`config.mk`:
```
export PLATFORM = sky130hd
export DESIGN_NAME = rv32_alu
export DESIGN_NICKNAME = d
export VERILOG_FILES = /design/src/rtl/rv32_alu.sv
export SDC_FILE = /design/constraint.sdc
export NUM_CORES = 1
export LEC_CHECK = 0
export ABC_CLOCK_PERIOD_IN_PS = 7300
export CAP_MARGIN = 20
export CORE_MARGIN = 2
export CORE_UTILIZATION = 59
export DETAILED_ROUTE_END_ITERATION = 16
export PLACE_DENSITY = 0.91
export SYNTH_ARGS = -nofsm -noshare
export SYNTH_HDL_FRONTEND = slang
export SYNTH_SLANG_ARGS = --single-unit
export TNS_END_PERCENT = 100
```
`constraint.sdc`:
```
create_clock -name clk -period 7.3 [get_ports clk]
set_clock_uncertainty 0.1 [all_clocks]
set_input_delay 1.095 -clock clk [delete_from_list [all_inputs] [get_ports clk]]
set_output_delay 1.095 -clock clk [all_outputs]
set_load 0.01 [all_outputs]
```
`src/rtl/rv32_alu.sv`:
```
// RV32I integer ALU: combinational result/zero/illegal plus a one-cycle registered copy.
// Define RV32_ALU_MINMAX_EN to add the Zbb MIN/MINU/MAX/MAXU operations.
module rv32_alu #(
   parameter int XLEN = 32
) (
   input  logic            clk,
   input  logic            rst_n,
   input  logic [XLEN-1:0] operand1,
   input  logic [XLEN-1:0] operand2,
   input  logic [3:0]      operation,
   output logic [XLEN-1:0] result,
   output logic            zero,
   output logic            illegal,
   output logic [XLEN-1:0] result_q,
   output logic            zero_q,
   output logic            illegal_q
);

   generate
      if (XLEN != 32) begin : g_bad_xlen
         $error("rv32_alu: only XLEN = 32 is supported");
      end
   endgenerate

   localparam logic [3:0] OP_ADD  = 4'b0000;
   localparam logic [3:0] OP_SUB  = 4'b1000;
   localparam logic [3:0] OP_SLL  = 4'b0001;
   localparam logic [3:0] OP_SLT  = 4'b0010;
   localparam logic [3:0] OP_SLTU = 4'b0011;
   localparam logic [3:0] OP_XOR  = 4'b0100;
   localparam logic [3:0] OP_SRL  = 4'b0101;
   localparam logic [3:0] OP_SRA  = 4'b1101;
   localparam logic [3:0] OP_OR   = 4'b0110;
   localparam logic [3:0] OP_AND  = 4'b0111;
`ifdef RV32_ALU_MINMAX_EN
   localparam logic [3:0] OP_MIN  = 4'b1010;
   localparam logic [3:0] OP_MINU = 4'b1011;
   localparam logic [3:0] OP_MAX  = 4'b1110;
   localparam logic [3:0] OP_MAXU = 4'b1111;
`endif

   logic [4:0]      shamt_s;
   logic            lt_signed_s;
   logic            lt_unsigned_s;
   logic [XLEN-1:0] result_s;
   logic            illegal_s;

   // Only the low five bits of operand2 matter for shifts; bit 5 and up are ignored.
   assign shamt_s       = operand2[4:0];
   assign lt_signed_s   = $signed(operand1) < $signed(operand2);
   assign lt_unsigned_s = operand1 < operand2;

   // Operation decode; unsupported encodings give a zero result and flag illegal.
   always_comb begin
      result_s  = {XLEN{1'b0}};
      illegal_s = 1'b0;
      case (operation)
         OP_ADD:  result_s = operand1 + operand2;
         OP_SUB:  result_s = operand1 - operand2;
         OP_SLL:  result_s = operand1 << shamt_s;
         OP_SLT:  result_s = {{(XLEN-1){1'b0}}, lt_signed_s};
         OP_SLTU: result_s = {{(XLEN-1){1'b0}}, lt_unsigned_s};
         OP_XOR:  result_s = operand1 ^ operand2;
         OP_SRL:  result_s = operand1 >> shamt_s;
         OP_SRA:  result_s = $signed(operand1) >>> shamt_s;
         OP_OR:   result_s = operand1 | operand2;
         OP_AND:  result_s = operand1 & operand2;
`ifdef RV32_ALU_MINMAX_EN
         OP_MIN:  result_s = lt_signed_s   ? operand1 : operand2;
         OP_MINU: result_s = lt_unsigned_s ? operand1 : operand2;
         OP_MAX:  result_s = lt_signed_s   ? operand2 : operand1;
         OP_MAXU: result_s = lt_unsigned_s ? operand2 : operand1;
`endif
         default: begin
            result_s  = {XLEN{1'b0}};
            illegal_s = 1'b1;
         end
      endcase
   end

   assign result  = result_s;
   assign zero    = (result_s == {XLEN{1'b0}});
   assign illegal = illegal_s;

   // Pipeline copy of the combinational outputs, cleared by synchronous reset.
   always_ff @(posedge clk) begin
      if (!rst_n) begin
         result_q  <= {XLEN{1'b0}};
         zero_q    <= 1'b0;
         illegal_q <= 1'b0;
      end else begin
         result_q  <= result_s;
         zero_q    <= (result_s == {XLEN{1'b0}});
         illegal_q <= illegal_s;
      end
   end

endmodule

```
# ---- Yosys cells after proc, flatten, opt, wreduce, memory -nomap -nowiden
# Cells that the tools add are included.
dict set report word_totals {
  regBits 34
  output_inout_bits 68
  elab_cells 27
}
dict set report classes {
  addsub 2
  n_lt_le_gt_ge 2
  n_eq_ne 9
  shift 3
  mux 2
  n_bitwise 3
  n_reduce_logical 3
}
# operator n
set op_table {}
lappend op_table {{32-bit one-hot mux with 10 select lines} 1}
lappend op_table {{32-bit less-than comparator} 2}
lappend op_table {{32-bit adder} 1}
lappend op_table {{32-bit bitwise AND} 1}
lappend op_table {{32-bit zero test} 1}
lappend op_table {{32-bit OR} 1}
lappend op_table {{32-bit by 5-bit << shifter with 32-bit output} 1}
lappend op_table {{32-bit by 5-bit >> shifter with 32-bit output} 1}
lappend op_table {{32-bit by 5-bit >>> shifter with 32-bit output} 1}
lappend op_table {{32-bit subtractor} 1}
lappend op_table {{32-bit XOR} 1}
lappend op_table {{4-bit by 3-bit equality test with 1-bit output, second input constant} 4}
lappend op_table {{10-bit OR reduction} 1}
lappend op_table {{4-bit by 2-bit equality test with 1-bit output, second input constant} 2}
lappend op_table {{4-bit equality test, second input constant} 2}
lappend op_table {{4-bit by 1-bit equality test with 1-bit output, second input constant} 1}
lappend op_table {{4-bit zero test} 1}
lappend op_table {{1-bit two-way mux} 1}

# ---- Logic depth before layout (Yosys ltp)
dict set report depth {
  depth_word 3
  depth_mapped 17
  mapped_depth_nobuf 14
}

# ---- Least setup slack after synthesis
# Ideal clock, no wire load.
dict set report synth_timing {
  kind {input to output}
  from {input port operand2[4]}
  to {output port zero}
  arrival_time_ps 5061
  setup_slack_ps 1044
  cell_stages 16
  n_path_buf 4
  path_cell_list {clkbuf_1 inv_1 clkbuf_1 clkbuf_1 ha_1 buf_4 or4_4 a21oi_2 o21ai_1 o31a_1 a221o_1 a21o_1 a211o_1 or4_1 nor4_2 and3_1}
}
dict set report synth_via {
  elab_chain_cells 3
}
# item line_no
set synth_lines {}
lappend synth_lines {{start, declared} 9} ;# input logic [XLEN-1:0] operand2,
lappend synth_lines {{32-bit subtractor, or another cell as far along} 59} ;# OP_SUB: result_s = operand1 - operand2;
lappend synth_lines {{32-bit one-hot mux with 10 select lines *} 57} ;# case (operation)
lappend synth_lines {{net result[23]} 11} ;# output logic [XLEN-1:0] result,
lappend synth_lines {{32-bit zero test *} 82} ;# assign zero = (result_s == {XLEN{1'b0}});
lappend synth_lines {{end, declared} 12} ;# output logic zero,
# The timed path passes the listed nets; every way through them passes the cells marked *.

# ---- Worst setup path in the final report
dict set report layout_timing {
  from {input port operand1[27]}
  to {output port zero}
}
dict set report layout_via {
  elab_chain_cells 3
}
# item line_no
set layout_lines {}
lappend layout_lines {{start, declared} 8} ;# input logic [XLEN-1:0] operand1,
lappend layout_lines {{32-bit subtractor, or another cell as far along} 59}
lappend layout_lines {{32-bit one-hot mux with 10 select lines *} 57}
lappend layout_lines {{32-bit zero test *} 82}
# Every way passes the cells marked *; elsewhere a longest branch is shown, timed or not.

==> results.cfg <==
[logic_synthesis]
synth_cell_type_count = 91
syn_area_um2 = 10500
synth_area_per_cell_um2 = 6.91
async_flop_share_pct = 0
ys.flop_type = dfxtp_1
synth_top_area_share_pct = 11.7
yosysMostFrequentCell = nor2_1
synth_edf_count = 0
yosys.area.top_type = ha_1
yosys_warnings = 0
seq_area_frac_synth_pct = 6.48
syn_nets = 1690
ys_ff_latch = 34
syn_inst = 1520
synthTopCellsByCount = nor2_1 (146), nand2_1 (136), a21oi_1 (128)
ys_top_cells_by_area = ha_1 (12%), dfxtp_1 (6.5%), a21oi_1 (6.1%)

[worst_setup_path]
cp-end-kind = output port
path_class = input pin to output port
cp.required_ns = 6.11
arrival_ns = 5.90
startpoint_type = input pin
crit_path_max_fanout = 11

[clocking]
cts_hold_buf = 0
htree_levels = 2
cts_sinks = 34
max-clock-path-buffers = 2
cts_root_buffer = clkbuf_16
postCtsSetupBuffers = 0
path_clk_slew_ns = 0.05
cts_buffers = 5
cts_tree = yes

[power_and_ir_drop]
leakagePower_uw = 0.00513
ir_drop_mv = 0.118
power.density_nw_per_um2 = 114

[sta]
post-route-period-util_pct = 97.2
grt_setup_unrepaired = false
finalHoldViolCount = 0
max_slew.worst_pin.slew_ns = 1.00
finalSetupTns_ns = 0
slew_headroom_pct = 33.0
fmax_mhz = 141
period_minus_slack_ns = 7.09
setup_viol = 0
drv_slew = 0

[route]
post_drt_wl_per_cell_um = 25.1
wirelength_um = 46300
detail-route-antenna-nets = 0
drt-initial-drc-count = 2446
vias_per_cell = 7.33
drtPass1Iterations = 7
num_vias = 13500
drc_errors = 0

[global_route]
grt_max_degree = 97
grtUsageTotal_pct = 47.6
antenna_found_initial = 0
grt_pass1_vias = 11900
grt_pass1_wl_um = 68600
overflow = 0

[floorplanning]
die_w_um = 137
fp.dieH_um = 137
core_area_um2 = 17400
ioPinCount = 138
start_util_pct = 60.5
die-area_um2 = 18900
rows = 48

[cells_and_area]
diodes = 0
instances_no_fill = 1845
nets = 1789
drive_above_1_share_pct = 10.8
area_growth_pct = 18.2

[hold_path]
hold_path_class = input pin to register
min_path_cells = 5

[placed_design]
dp.cells = 1837
io_buffers = 137
finalWeightedCongestion = 1.26
place_hpwl_um = 35900

[run_status]
status = finished clean

[run]
drv_cap = 0
## cell usage in the layout, fill, tap and decap left out, drive strengths merged, types with 19 or more instances in the layout
master	synthesis	final
mux4	22	22
ha	98	98
buf	53	80
dfxtp	34	34
nor2	146	146
nand3	32	32
a21oi	129	129
a31oi	22	22
xnor2	19	19
inv	102	102
mux2	39	39
nand2	136	136
nor3	42	42
o22ai	26	26
nor2b	27	27
clkdlybuf4s50	0	133
and2	42	42
mux2i	52	52
o211ai	25	25
o21ai	85	85
a211oi	34	34
## worst paths after layout
check	end	slack, ns	startpoint
worst min-delay path	result_q[1]	1.70	operand2[2]
worst max-delay path	zero	0.21	operand1[27]
## registers in the layout, summed over array words and instances (netlist names)
name / cells
illegal_q: 1
result_q: 32
zero_q: 1
## per-stage QoR
| stage | cell area, µm² | setup WS (ns) | hold slack (ns) | util, % | total power (µW) |
|---|---|---|---|---|---|
| 3_3_place_gp | 12200 | 0.382 | 1.73 | 70.5 | 1140 |
| 5_1_grt | 12400 | 0.00429 | 1.72 | 71.6 | 1470 |
| 2_1_floorplan | 10500 | 1.04 | 1.12 | - | 785 |
| 4_1_cts | 12400 | 0.230 | 1.66 | 71.3 | 1370 |
| 3_5_place_dp | 12200 | 0.252 | 1.73 | 70.5 | 1150 |
| 6_report | 12400 | 0.207 | 1.70 | 71.6 | 1410 |
## layer usage
layer / up-vias / wire, µm / track usage (%)
met5: - / 0 / 0
met4: 0 / 4480 / 36.0
met3: 324 / 6890 / 12.0
met2: 1304 / 19000 / 69.3
met1: 6068 / 16000 / 60.0
li1: 5837 / - / -
## final cells by class
| cell class | instances | area, µm² |
|---|---|---|
| Inverter | 108 | 405 |
| Fill cell | 1474 | 4940 |
| Clock inverter | 1 | 5.00 |
| Tap cell | 225 | 282 |
| Sequential cell | 34 | 681 |
| Timing Repair Buffer | 213 | 1970 |
| Clock buffer | 7 | 143 |
| Multi-Input combinational cell | 1257 | 8930 |
## critical path: stages
cell,delay [ns]
clkdlybuf4s50_1,0.64
mux4_2,0.61
mux2_2,0.36
mux2i_1,0.16
a2bb2oi_1,0.48
a21oi_1,0.13
nor4_1,0.45
o21ai_0,0.28
or2_0,0.26
or4_1,0.53
nor4_2,0.19
and3_1,0.19
clkdlybuf4s50_1,0.53
## power by group
part | internal [µW] | switching, µW
Sequential | 202 | 4.20
Combinational | 393 | 600
Clock | 135 | 78.4
Total | 730 | 682
## cell families after synthesis
kind of cell	synth area share (%)
compound gates	33.5
xor+xnor	2.08
simple gates	23.0
buf+inv	9.04
flops	6.48
mux	13.8
fa+ha+maj	12.1
## repair_timing
item,in CTS,in global routing
hold endpoints to repair,0,0
resized for setup,0,8
setup endpoints to repair,0,1
No activity file was read; power rests on OpenSTA's default activity.
